`src/rtl/halt_controller.sv`:
```
`default_nettype none
// ============================================================================
// Module      : halt_controller
// Description : Run / step-N / breakpoint halt controller with debounced step
//               button and maskable, suppressible breakpoint channels.
// Revision    : 1.0 - initial release
// ============================================================================
module halt_controller #(
    parameter int NUM_BP          = 4,
    parameter int SYNC_STAGES     = 2,
    parameter int DEBOUNCE_CYCLES = 16,
    parameter int STEP_CNT_WIDTH  = 8,
    localparam int BP_ID_W        = (NUM_BP > 1) ? $clog2(NUM_BP) : 1
) (
    input  logic                      i_clk,
    input  logic                      i_reset,
    input  logic                      i_btnStep,
    input  logic                      i_swStepNRun,
    input  logic                      i_swInstrNCycle,
    input  logic [STEP_CNT_WIDTH-1:0] i_stepCount,
    input  logic [NUM_BP-1:0]         i_bpEnable,
    input  logic [NUM_BP-1:0]         i_breakpointHit,
    input  logic                      i_instrFinished,
    output logic                      o_halt,
    output logic                      o_bpHitValid,
    output logic [BP_ID_W-1:0]        o_bpHitId,
    output logic                      o_stepBusy,
    output logic [NUM_BP-1:0]         o_breakpointEnable
);

    localparam int DB_W   = $clog2(DEBOUNCE_CYCLES + 1);
    localparam int WARM_W = $clog2(SYNC_STAGES + 1);

    localparam logic [1:0] ST_IDLE = 2'd0;
    localparam logic [1:0] ST_RUN  = 2'd1;
    localparam logic [1:0] ST_STEP = 2'd2;
    localparam logic [1:0] ST_BP   = 2'd3;

    logic [SYNC_STAGES-1:0]    r_btnSync, r_snrSync, r_incSync;
    logic [DB_W-1:0]           r_dbCnt;
    logic                      r_dbLevel, r_dbLevelD;
    logic [WARM_W-1:0]         r_warm;
    logic [1:0]                r_state;
    logic [STEP_CNT_WIDTH-1:0] r_rem;
    logic                      r_suppress;
    logic [BP_ID_W-1:0]        r_bpHitId;

    logic                      w_btnS, w_snr, w_instrMode, w_syncValid, w_stepPulse;
    logic [NUM_BP-1:0]         w_qHit;
    logic                      w_anyHit;
    logic [BP_ID_W-1:0]        w_hitId;
    logic [STEP_CNT_WIDTH-1:0] w_load;
    logic [1:0]                w_next;
    logic [STEP_CNT_WIDTH-1:0] w_remNext;
    logic                      w_halt, w_setSupp, w_latchHit, w_dec;

    assign w_btnS      = r_btnSync[SYNC_STAGES-1];
    assign w_snr       = r_snrSync[SYNC_STAGES-1];
    assign w_instrMode = r_incSync[SYNC_STAGES-1];
    // Synced switch levels are only trusted once the chain holds real samples.
    assign w_syncValid = (r_warm == WARM_W'(SYNC_STAGES));
    assign w_stepPulse = r_dbLevel & ~r_dbLevelD;
    assign w_qHit      = i_breakpointHit & i_bpEnable & {NUM_BP{~r_suppress}};
    assign w_anyHit    = |w_qHit;
    assign w_load      = (i_stepCount == '0) ? STEP_CNT_WIDTH'(1) : i_stepCount;

    always_ff @(posedge i_clk) begin
        if (i_reset) begin
            r_btnSync  <= '0;
            r_snrSync  <= '0;
            r_incSync  <= '0;
            r_dbCnt    <= '0;
            r_dbLevel  <= 1'b0;
            r_dbLevelD <= 1'b0;
            r_warm     <= '0;
        end else begin
            r_btnSync  <= {r_btnSync[SYNC_STAGES-2:0], i_btnStep};
            r_snrSync  <= {r_snrSync[SYNC_STAGES-2:0], i_swStepNRun};
            r_incSync  <= {r_incSync[SYNC_STAGES-2:0], i_swInstrNCycle};
            r_dbLevelD <= r_dbLevel;
            if (!w_syncValid) begin
                r_warm <= r_warm + WARM_W'(1);
            end
            // Count consecutive samples that disagree with the accepted level.
            if (w_btnS == r_dbLevel) begin
                r_dbCnt <= '0;
            end else if (r_dbCnt == DB_W'(DEBOUNCE_CYCLES - 1)) begin
                r_dbCnt   <= '0;
                r_dbLevel <= w_btnS;
            end else begin
                r_dbCnt <= r_dbCnt + DB_W'(1);
            end
        end
    end

    always_comb begin
        w_hitId = '0;
        for (int i = NUM_BP - 1; i >= 0; i--) begin
            if (w_qHit[i]) begin
                w_hitId = BP_ID_W'(i);
            end
        end
    end

    always_comb begin
        w_next     = r_state;
        w_remNext  = r_rem;
        w_halt     = 1'b1;
        w_setSupp  = 1'b0;
        w_latchHit = 1'b0;
        w_dec      = w_instrMode ? i_instrFinished : 1'b1;
        case (r_state)
            ST_IDLE: begin
                if (w_syncValid && !w_snr) begin
                    w_next = ST_RUN;
                end else if (w_stepPulse) begin
                    w_remNext = w_load;
                    w_next    = ST_STEP;
                end
            end
            ST_RUN: begin
                w_halt = w_anyHit;
                if (w_anyHit) begin
                    w_latchHit = 1'b1;
                    w_next     = ST_BP;
                end else if (w_snr) begin
                    w_next = ST_IDLE;
                end
            end
            ST_STEP: begin
                // A hit wins over both a mode change and the final decrement.
                w_halt = w_anyHit;
                if (w_anyHit) begin
                    w_latchHit = 1'b1;
                    w_remNext  = '0;
                    w_next     = ST_BP;
                end else if (!w_snr) begin
                    w_remNext = '0;
                    w_next    = ST_RUN;
                end else if (w_dec) begin
                    w_remNext = r_rem - STEP_CNT_WIDTH'(1);
                    if (r_rem == STEP_CNT_WIDTH'(1)) begin
                        w_next = ST_IDLE;
                    end
                end
            end
            ST_BP: begin
                if (w_stepPulse) begin
                    w_setSupp = 1'b1;
                    if (w_snr) begin
                        w_remNext = w_load;
                        w_next    = ST_STEP;
                    end else begin
                        w_next = ST_RUN;
                    end
                end
            end
            default: w_next = ST_IDLE;
        endcase
    end

    always_ff @(posedge i_clk) begin
        if (i_reset) begin
            r_state    <= ST_IDLE;
            r_rem      <= '0;
            r_suppress <= 1'b0;
            r_bpHitId  <= '0;
        end else begin
            r_state <= w_next;
            r_rem   <= w_remNext;
            if (w_setSupp) begin
                r_suppress <= 1'b1;
            end else if (i_instrFinished && !w_halt) begin
                r_suppress <= 1'b0;
            end
            if (w_latchHit) begin
                r_bpHitId <= w_hitId;
            end
        end
    end

    assign o_halt             = w_halt;
    assign o_bpHitValid       = (r_state == ST_BP);
    assign o_bpHitId          = r_bpHitId;
    assign o_stepBusy         = (r_state == ST_STEP);
    assign o_breakpointEnable = r_suppress ? '0 : i_bpEnable;

endmodule
`default_nettype wire

```
`config.mk`:
```
export PLATFORM = sky130hd
export DESIGN_NAME = halt_controller
export DESIGN_NICKNAME = d
export VERILOG_FILES = /design/src/rtl/halt_controller.sv
export SDC_FILE = /design/constraint.sdc
export NUM_CORES = 1
export LEC_CHECK = 0
export CAP_MARGIN = 20
export CORE_MARGIN = 2
export CORE_UTILIZATION = 62
export CTS_CLUSTER_DIAMETER = 200
export DETAILED_ROUTE_END_ITERATION = 7
export DONT_BUFFER_PORTS = 1
export HOLD_SLACK_MARGIN = 0.03
export PLACE_DENSITY = 0.89
export SYNTH_ARGS = -nofsm -noshare
export SYNTH_HDL_FRONTEND = slang
export SYNTH_SLANG_ARGS = --single-unit
export TNS_END_PERCENT = 20
```
`constraint.sdc`:
```
create_clock -name i_clk -period 2 [get_ports i_clk]
set_input_delay 0.2 -clock i_clk [delete_from_list [all_inputs] [get_ports i_clk]]
set_output_delay 0.2 -clock i_clk [all_outputs]
set_load 0.05 [all_outputs]
```
==> impl_metrics.csv, run 1 <==
group,metric,value,unit
timing,drv_slew,0,
pwr,leakage,0.692,nW
timing,fin_setup_tns,0,ns
yosys,ys_async_sr_fraction,0,
yosys,avgSynthCellArea,8.97,um^2
layout,antenna_cells,0,
run_status,outcome,"complete, no violations",
placement,port_buffers,0,
pwr,clock_power_share,0.159,
worst_setup_path,worst-path-buf-inv,2,
worst_setup_path,reg2reg_slack,0.13,ns
layout,area_growth,11.7,%
yosys,yosysUniqueCellTypes,44,
yosys,synth_seq_area_share,0.349,
worst_setup_path,worstPathRequired,2.20,ns
pwr,p_seq_frac,0.356,
run,maxCapViolCount,0,
timing,setup_viol_count_final,0,
pwr,pwr-share-comb,0.485,
timing,relSlewSlack,0.432,
die,core,2450,um^2
clocking,cts_buffer_depth,2,
yosys,synth_edf_count,0,
worst_setup_path,critical_path_class,"reg2reg",
pwr,net-switching-power,0.000988,W
pwr,swShare,0.424,
yosys,ys_seq_elements,28,
clocking,clk_pin_slew,0.15,ns
global_route,grt_pass1_wl,5.84,mm
hold_path,hold_class,"in2reg",
timing,clock_skew,0.00676,ns
worst_setup_path,cp.arrival,2.07,ns
worst_setup_path,cpPeakStageDelay,0.38,ns
die,dieArea,3010,um^2
layout,stdcell_count,220,
yosys,synth_area_leaders,"dfxtp_1, ha_1, nor2b_1",
global_route,grt_max_degree,22,
yosys,ys_warn_count,0,
die,fp.dieH,54.9,um
clocking,cts.sinks,28,
die,die_w,54.9,um
worst_setup_path,cp_common_cell,"a211oi_1",
route,num_vias,1388,
yosys,netlist_instances,179,
die,start_util,0.654,
timing,hold_viol,0,
placement,post-dp-hpwl,2.70,mm
layout,nFillCells,182,
layout,layout.nets,223,
route,drc,0,
yosys,syn-cell-area,1610,um^2
layout,drive_above_1_share,0.153,
route,vias_per_cell,6.31,
worst_setup_path,slowest_stage,"dfxtp_1",
timing,rsz0062_at_grt,"false",
global_route,first_global_vias,1397,
pwr,p_int,0.00134,W
pwr,power_density,1300,nW/um^2
yosys,synth_nets,211,
clocking,cts-root-buf,"clkbuf_4",
route,wl_per_cell,17.3,um
timing,worst_slack,0.127,ns
timing,tightest_slew,0.849,ns
clocking,cts_max_level,1,
clocking,cts_buffers,3,
route,wl,3.80,mm
route,drt_iter0_markers,60,
yosys,ys.flop_type,"dfxtp_1",
timing,period_share,0.936,
worst_setup_path,crit_path_end_kind,"flip-flop",
worst_setup_path,crit_chain,"inv_1 > ha_1 > o21bai_1 > o2bb2ai_1 > o311ai_4 > buf_12 > a211oi_1 > a211oi_1",
yosys,synth_area_leader_cell,"dfxtp_1",
placement,routabilityCongestion,0.929,
timing,max_freq,0.534,GHz
global_route,overflow,0,
pwr,irDropWorstVdd,1.37,mV
placement,dpl_worst_slack,0.0160,ns
placement,placedCellCount,210,
worst_setup_path,start_kind,"flip-flop",
yosys,yosys.area.top_type_share,0.349,
die,pin_count,31,
clocking,cts_tree,"yes",
global_route,grt_antenna_before_repair,0,
route,firstDrtPassIters,4,
die,placementRows,18,
worst_setup_path,path_max_fanout,12,
worst_setup_path,crit_family,"compound AO/OA/AOI/OAI gates",
timing,layout_min_cycle_time,1.87,ns
clocking,clkLatencyLatePin,0.33,ns
route,final_antenna_net_count,0,
global_route,grt_use_total,0.276,
[power by group through the flow]
stage / sequential (W) / combinational, W / clock, W
after global placement: 0.000830 / 0.000958 / 0
after floorplan: 0.000814 / 0.000864 / 0
after CTS: 0.000827 / 0.00111 / 0.000376
final: 0.000830 / 0.00113 / 0.000369
after detailed placement: 0.000840 / 0.00102 / 0
after global routing: 0.000840 / 0.00123 / 0.000394
[logic make-up (layout without fill, tap and decap cells)]
kind of cell,Yosys count,after routing,share of synthesized area
AO/OA/AOI/OAI,47,47,0.256
XOR/XNOR,4,4,0.0218
adder cells (fa/ha/maj),10,10,0.0779
buffers and inverters,19,30,0.0514
flip-flops,28,28,0.349
multiplexers,3,3,0.0187
AND/OR/NAND/NOR,68,68,0.224
[synth_stat cells (4+ instances only)]
library cell	count
ha_1	10
nor2_1	18
a211oi_1	6
a21oi_2	4
a21oi_1	9
o21ai_2	4
nor2b_1	13
dfxtp_1	28
inv_1	12
nand2b_1	6
nand2_1	11
nor3_1	6
[per-stage QoR]
step	area, um^2	utilization	hold slack, ns	power (W)
floorplan	1610	-	0.328	0.00168
global placement	1670	0.679	0.267	0.00179
detailed placement	1670	0.679	0.268	0.00186
CTS	1780	0.725	0.0376	0.00232
global route	1790	0.730	0.0340	0.00246
finish	1790	0.730	0.0488	0.00233
[routing by layer]
layer,up-vias,wire length [um],global-route usage
met5,-,0,0
met4,0,135,0.138
met3,19,287,0.0519
met2,79,1910,0.510
met1,633,1470,0.293
li1,657,-,-
[worst reg2reg max path: stages, from the launching register on]
cell,delay [ns]
dfxtp_1,0.38
inv_1,0.05
ha_1,0.27
o21bai_1,0.17
o2bb2ai_1,0.22
o311ai_4,0.18
buf_12,0.18
a211oi_1,0.22
a211oi_1,0.07
[final timing paths]
| kind | cells after the start | start | to |
|---|---|---|---|
| worst min register to register | 1 | r_snrSync[0] | r_snrSync[1] |
| worst min-delay path | 2 | i_reset | r_state[0] |
| worst max-delay path | 8 | r_warm[0] | r_rem[1] |
| worst max register to register | 8 | r_warm[0] | r_rem[1] |
[sequential cells by signal, indices dropped and copies added (netlist names)]
register    cells
r_dbLevelD      1
r_rem           8
r_btnSync       2
r_warm          2
r_suppress      1
o_bpHitId       2
r_incSync       2
r_state         2
r_snrSync       2
r_dbLevel       1
r_dbCnt         5
[cells in the final DEF (no fill, tap or decap), types with 2 or more instances in the layout]
cell type / synthesis / routed
dfxtp_1: 28 / 28
nor2_1: 18 / 18
nor2b_1: 13 / 13
inv_1: 12 / 12
nand2_1: 11 / 10
a21oi_1: 9 / 9
ha_1: 10 / 9
buf_4: 0 / 8
nand2b_1: 6 / 6
a211oi_1: 6 / 6
nor3_1: 6 / 6
dlygate4sd3_1: 0 / 5
o21ai_2: 4 / 4
a21oi_2: 4 / 4
mux2i_1: 3 / 3
o2bb2ai_1: 3 / 3
nand3_1: 3 / 3
o32ai_1: 3 / 3
nor4_1: 3 / 3
clkbuf_4: 0 / 3
a22oi_4: 2 / 2
a221o_1: 2 / 2
o21ai_0: 2 / 2
o21bai_1: 2 / 2
xnor2_1: 2 / 2
a32oi_1: 2 / 2
xor2_1: 2 / 2
[what timing repair did]
item / in CTS / in global routing
hold buffers: 4 / 1
endpoints found under the hold margin: 21 / 1
endpoints found under the setup margin: 2 / 1
resized for setup: 0 / 1
pin swaps: 1 / 0
setup buffers: 1 / 0
[area by class of cell]
type,instances,area (um^2),area share
Multi-Input combinational cell,132,967,0.539
Sequential cell,28,561,0.313
Timing Repair Buffer,14,130,0.0726
Inverter,12,45.0,0.0251
Tap cell,30,37.5,0.0209
Clock inverter,1,30.0,0.0167
Clock buffer,3,22.5,0.0126
No activity file was read; power rests on OpenSTA's default activity.
==> run 2, diff against run 1 <==
--- a/config.mk
+++ b/config.mk
@@ -5,7 +5,7 @@
 export SDC_FILE = /design/constraint.sdc
 export NUM_CORES = 1
 export LEC_CHECK = 0
-export CAP_MARGIN = 20
+export CAP_MARGIN = 10
 export CORE_MARGIN = 2
 export CORE_UTILIZATION = 62
 export CTS_CLUSTER_DIAMETER = 200
@@ -13,6 +13,7 @@
 export DONT_BUFFER_PORTS = 1
 export HOLD_SLACK_MARGIN = 0.03
 export PLACE_DENSITY = 0.89
+export SKIP_LAST_GASP = 1
 export SYNTH_ARGS = -nofsm -noshare
 export SYNTH_HDL_FRONTEND = slang
 export SYNTH_SLANG_ARGS = --single-unit
==> results of run 2 <==
Final layout, timing and power as in run 1 (identical DEF).
==> run 3, diff against run 2 <==
--- a/config.mk
+++ b/config.mk
@@ -6,11 +6,12 @@
 export NUM_CORES = 1
 export LEC_CHECK = 0
 export CAP_MARGIN = 10
-export CORE_MARGIN = 2
+export CORE_MARGIN = 8
 export CORE_UTILIZATION = 62
 export CTS_CLUSTER_DIAMETER = 200
 export DETAILED_ROUTE_END_ITERATION = 7
 export DONT_BUFFER_PORTS = 1
+export GPL_ROUTABILITY_DRIVEN = 0
 export HOLD_SLACK_MARGIN = 0.03
 export PLACE_DENSITY = 0.89
 export SKIP_LAST_GASP = 1
==> impl_metrics.csv, run 3 (synthesis results as in run 1) <==
group,metric,value,unit
run_status,outcome,"complete, no violations",
pwr,power_density,1310,nW/um^2
placement,port_buffers,0,
die,die_w,66.9,um
worst_setup_path,path_max_fanout,12,
layout,layout_common_cells,"dfxtp_1, nor2_1, nor2b_1",
worst_setup_path,critical_path_class,"reg2reg",
clocking,cts_buffer_depth,2,
timing,setup_viol_count_final,0,
hold_path,hold_class,"in2reg",
global_route,grt_max_degree,23,
die,pin_count,31,
timing,rsz0062_at_grt,"true",
layout,layout.area.seq,561,um^2
timing,tightest_slew,0.885,ns
route,wl,3.89,mm
pwr,leakage,0.691,nW
clocking,cts_max_level,1,
timing,whs,0.0487,ns
layout,antenna_cells,0,
die,dieArea,4470,um^2
route,drt_iter0_markers,117,
worst_setup_path,crit_path_end_kind,"flip-flop",
route,drc,0,
hold_path,holdPathStages,2,
pwr,irDropWorstVdd,1.03,mV
route,final_antenna_net_count,0,
worst_setup_path,r2r_cells,8,
timing,fin_setup_tns,0,ns
placement,dpl_worst_slack,0.162,ns
clocking,clkLatencyLatePin,0.33,ns
layout,largest_reg_flops,8,
worst_setup_path,start_kind,"flip-flop",
timing,worst_slack,0.0288,ns
timing,relSlewSlack,0.408,
worst_setup_path,worstPathRequired,2.20,ns
timing,clock_skew,0.00968,ns
layout,reg_top3,"r_rem x8, r_dbCnt x5",
die,core,2480,um^2
clocking,cts_buffers,3,
layout,multi_input_comb_area,965,um^2
layout,utilization,0.723,
clocking,cts-root-buf,"clkbuf_4",
placement,post-dp-hpwl,2.73,mm
die,fp.dieH,66.9,um
layout,nFillCells,184,
layout,final_common_cell,"dfxtp_1",
timing,hold_viol,0,
clocking,cts.sinks,28,
clocking,clk_pin_slew,0.15,ns
layout,area_growth,11.5,%
route,num_vias,1387,
route,firstDrtPassIters,4,
timing,period_share,0.986,
timing,drv_slew,0,
route,wl_per_cell,17.7,um
die,placementRows,18,
global_route,grt_pass1_wl,6.12,mm
layout,drive_above_1_share,0.147,
run,maxCapViolCount,0,
global_route,first_global_vias,1382,
die,start_util,0.648,
route,vias_per_cell,6.30,
clocking,postCtsResizedCells,0,
layout,regMostFlops,"r_rem",
worst_setup_path,cp.arrival,2.17,ns
clocking,cts_tree,"yes",
timing,max_freq,0.507,GHz
layout,layout.nets,223,
global_route,grt_antenna_before_repair,0,
global_route,grt_use_total,0.173,
global_route,overflow,0,
timing,layout_min_cycle_time,1.97,ns
## run 3: repair_timing
item                                    4_1_cts  5_1_grt
buffers inserted                              0        1
endpoints found under the hold margin        22        1
hold buffers                                  4        1
endpoints found under the setup margin        0        4
## run 3: metal layers
metal	wire length [um]	track usage	share of wire
met1	1570	0.189	0.40
met2	1810	0.294	0.47
met3	383	0.0403	0.098
met4	125	0.107	0.032
met5	0	0	0
## run 3: final timing paths
check / from / endpoint / slack [ns]
min: i_reset / r_state[1] / 0.05
min reg2reg: r_incSync[0] / r_incSync[1] / 0.45
max reg2reg: r_warm[0] / r_rem[0] / 0.03
max: r_warm[0] / r_rem[0] / 0.03
## run 3: stage by stage
step,cells,area (um^2),total power [W]
final,220,1790,0.00234
after floorplan,179,1610,0.00168
after CTS,218,1760,0.00226
after detailed placement,210,1670,0.00186
after global placement,210,1670,0.00180
after global routing,220,1790,0.00247
## run 3: layout make-up
class / count / share of cell area
multi-input combinational: 132 / 0.539
inverter: 12 / 0.0252
timing repair buffer: 14 / 0.0727
tap: 30 / 0.0210
sequential: 28 / 0.313
clock buffer: 3 / 0.0126
clock inverter: 1 / 0.0168
## run 3: critical path, stage by stage (launching register included)
cell and delay [ns]:
dfxtp_1 0.37, inv_1 0.05, ha_1 0.26, o21bai_1 0.23, o2bb2ai_1 0.23, o311ai_4 0.17, buf_12 0.18, a211oi_1 0.28
a211oi_1 0.09
## run 3: where the power goes
part	total, W	leakage (nW)	switching [W]	internal, W
sequential	0.000832	0.229	0.000161	0.000671
clock	0.000370	0.0279	0.000167	0.000203
combinational	0.00113	0.434	0.000671	0.000464
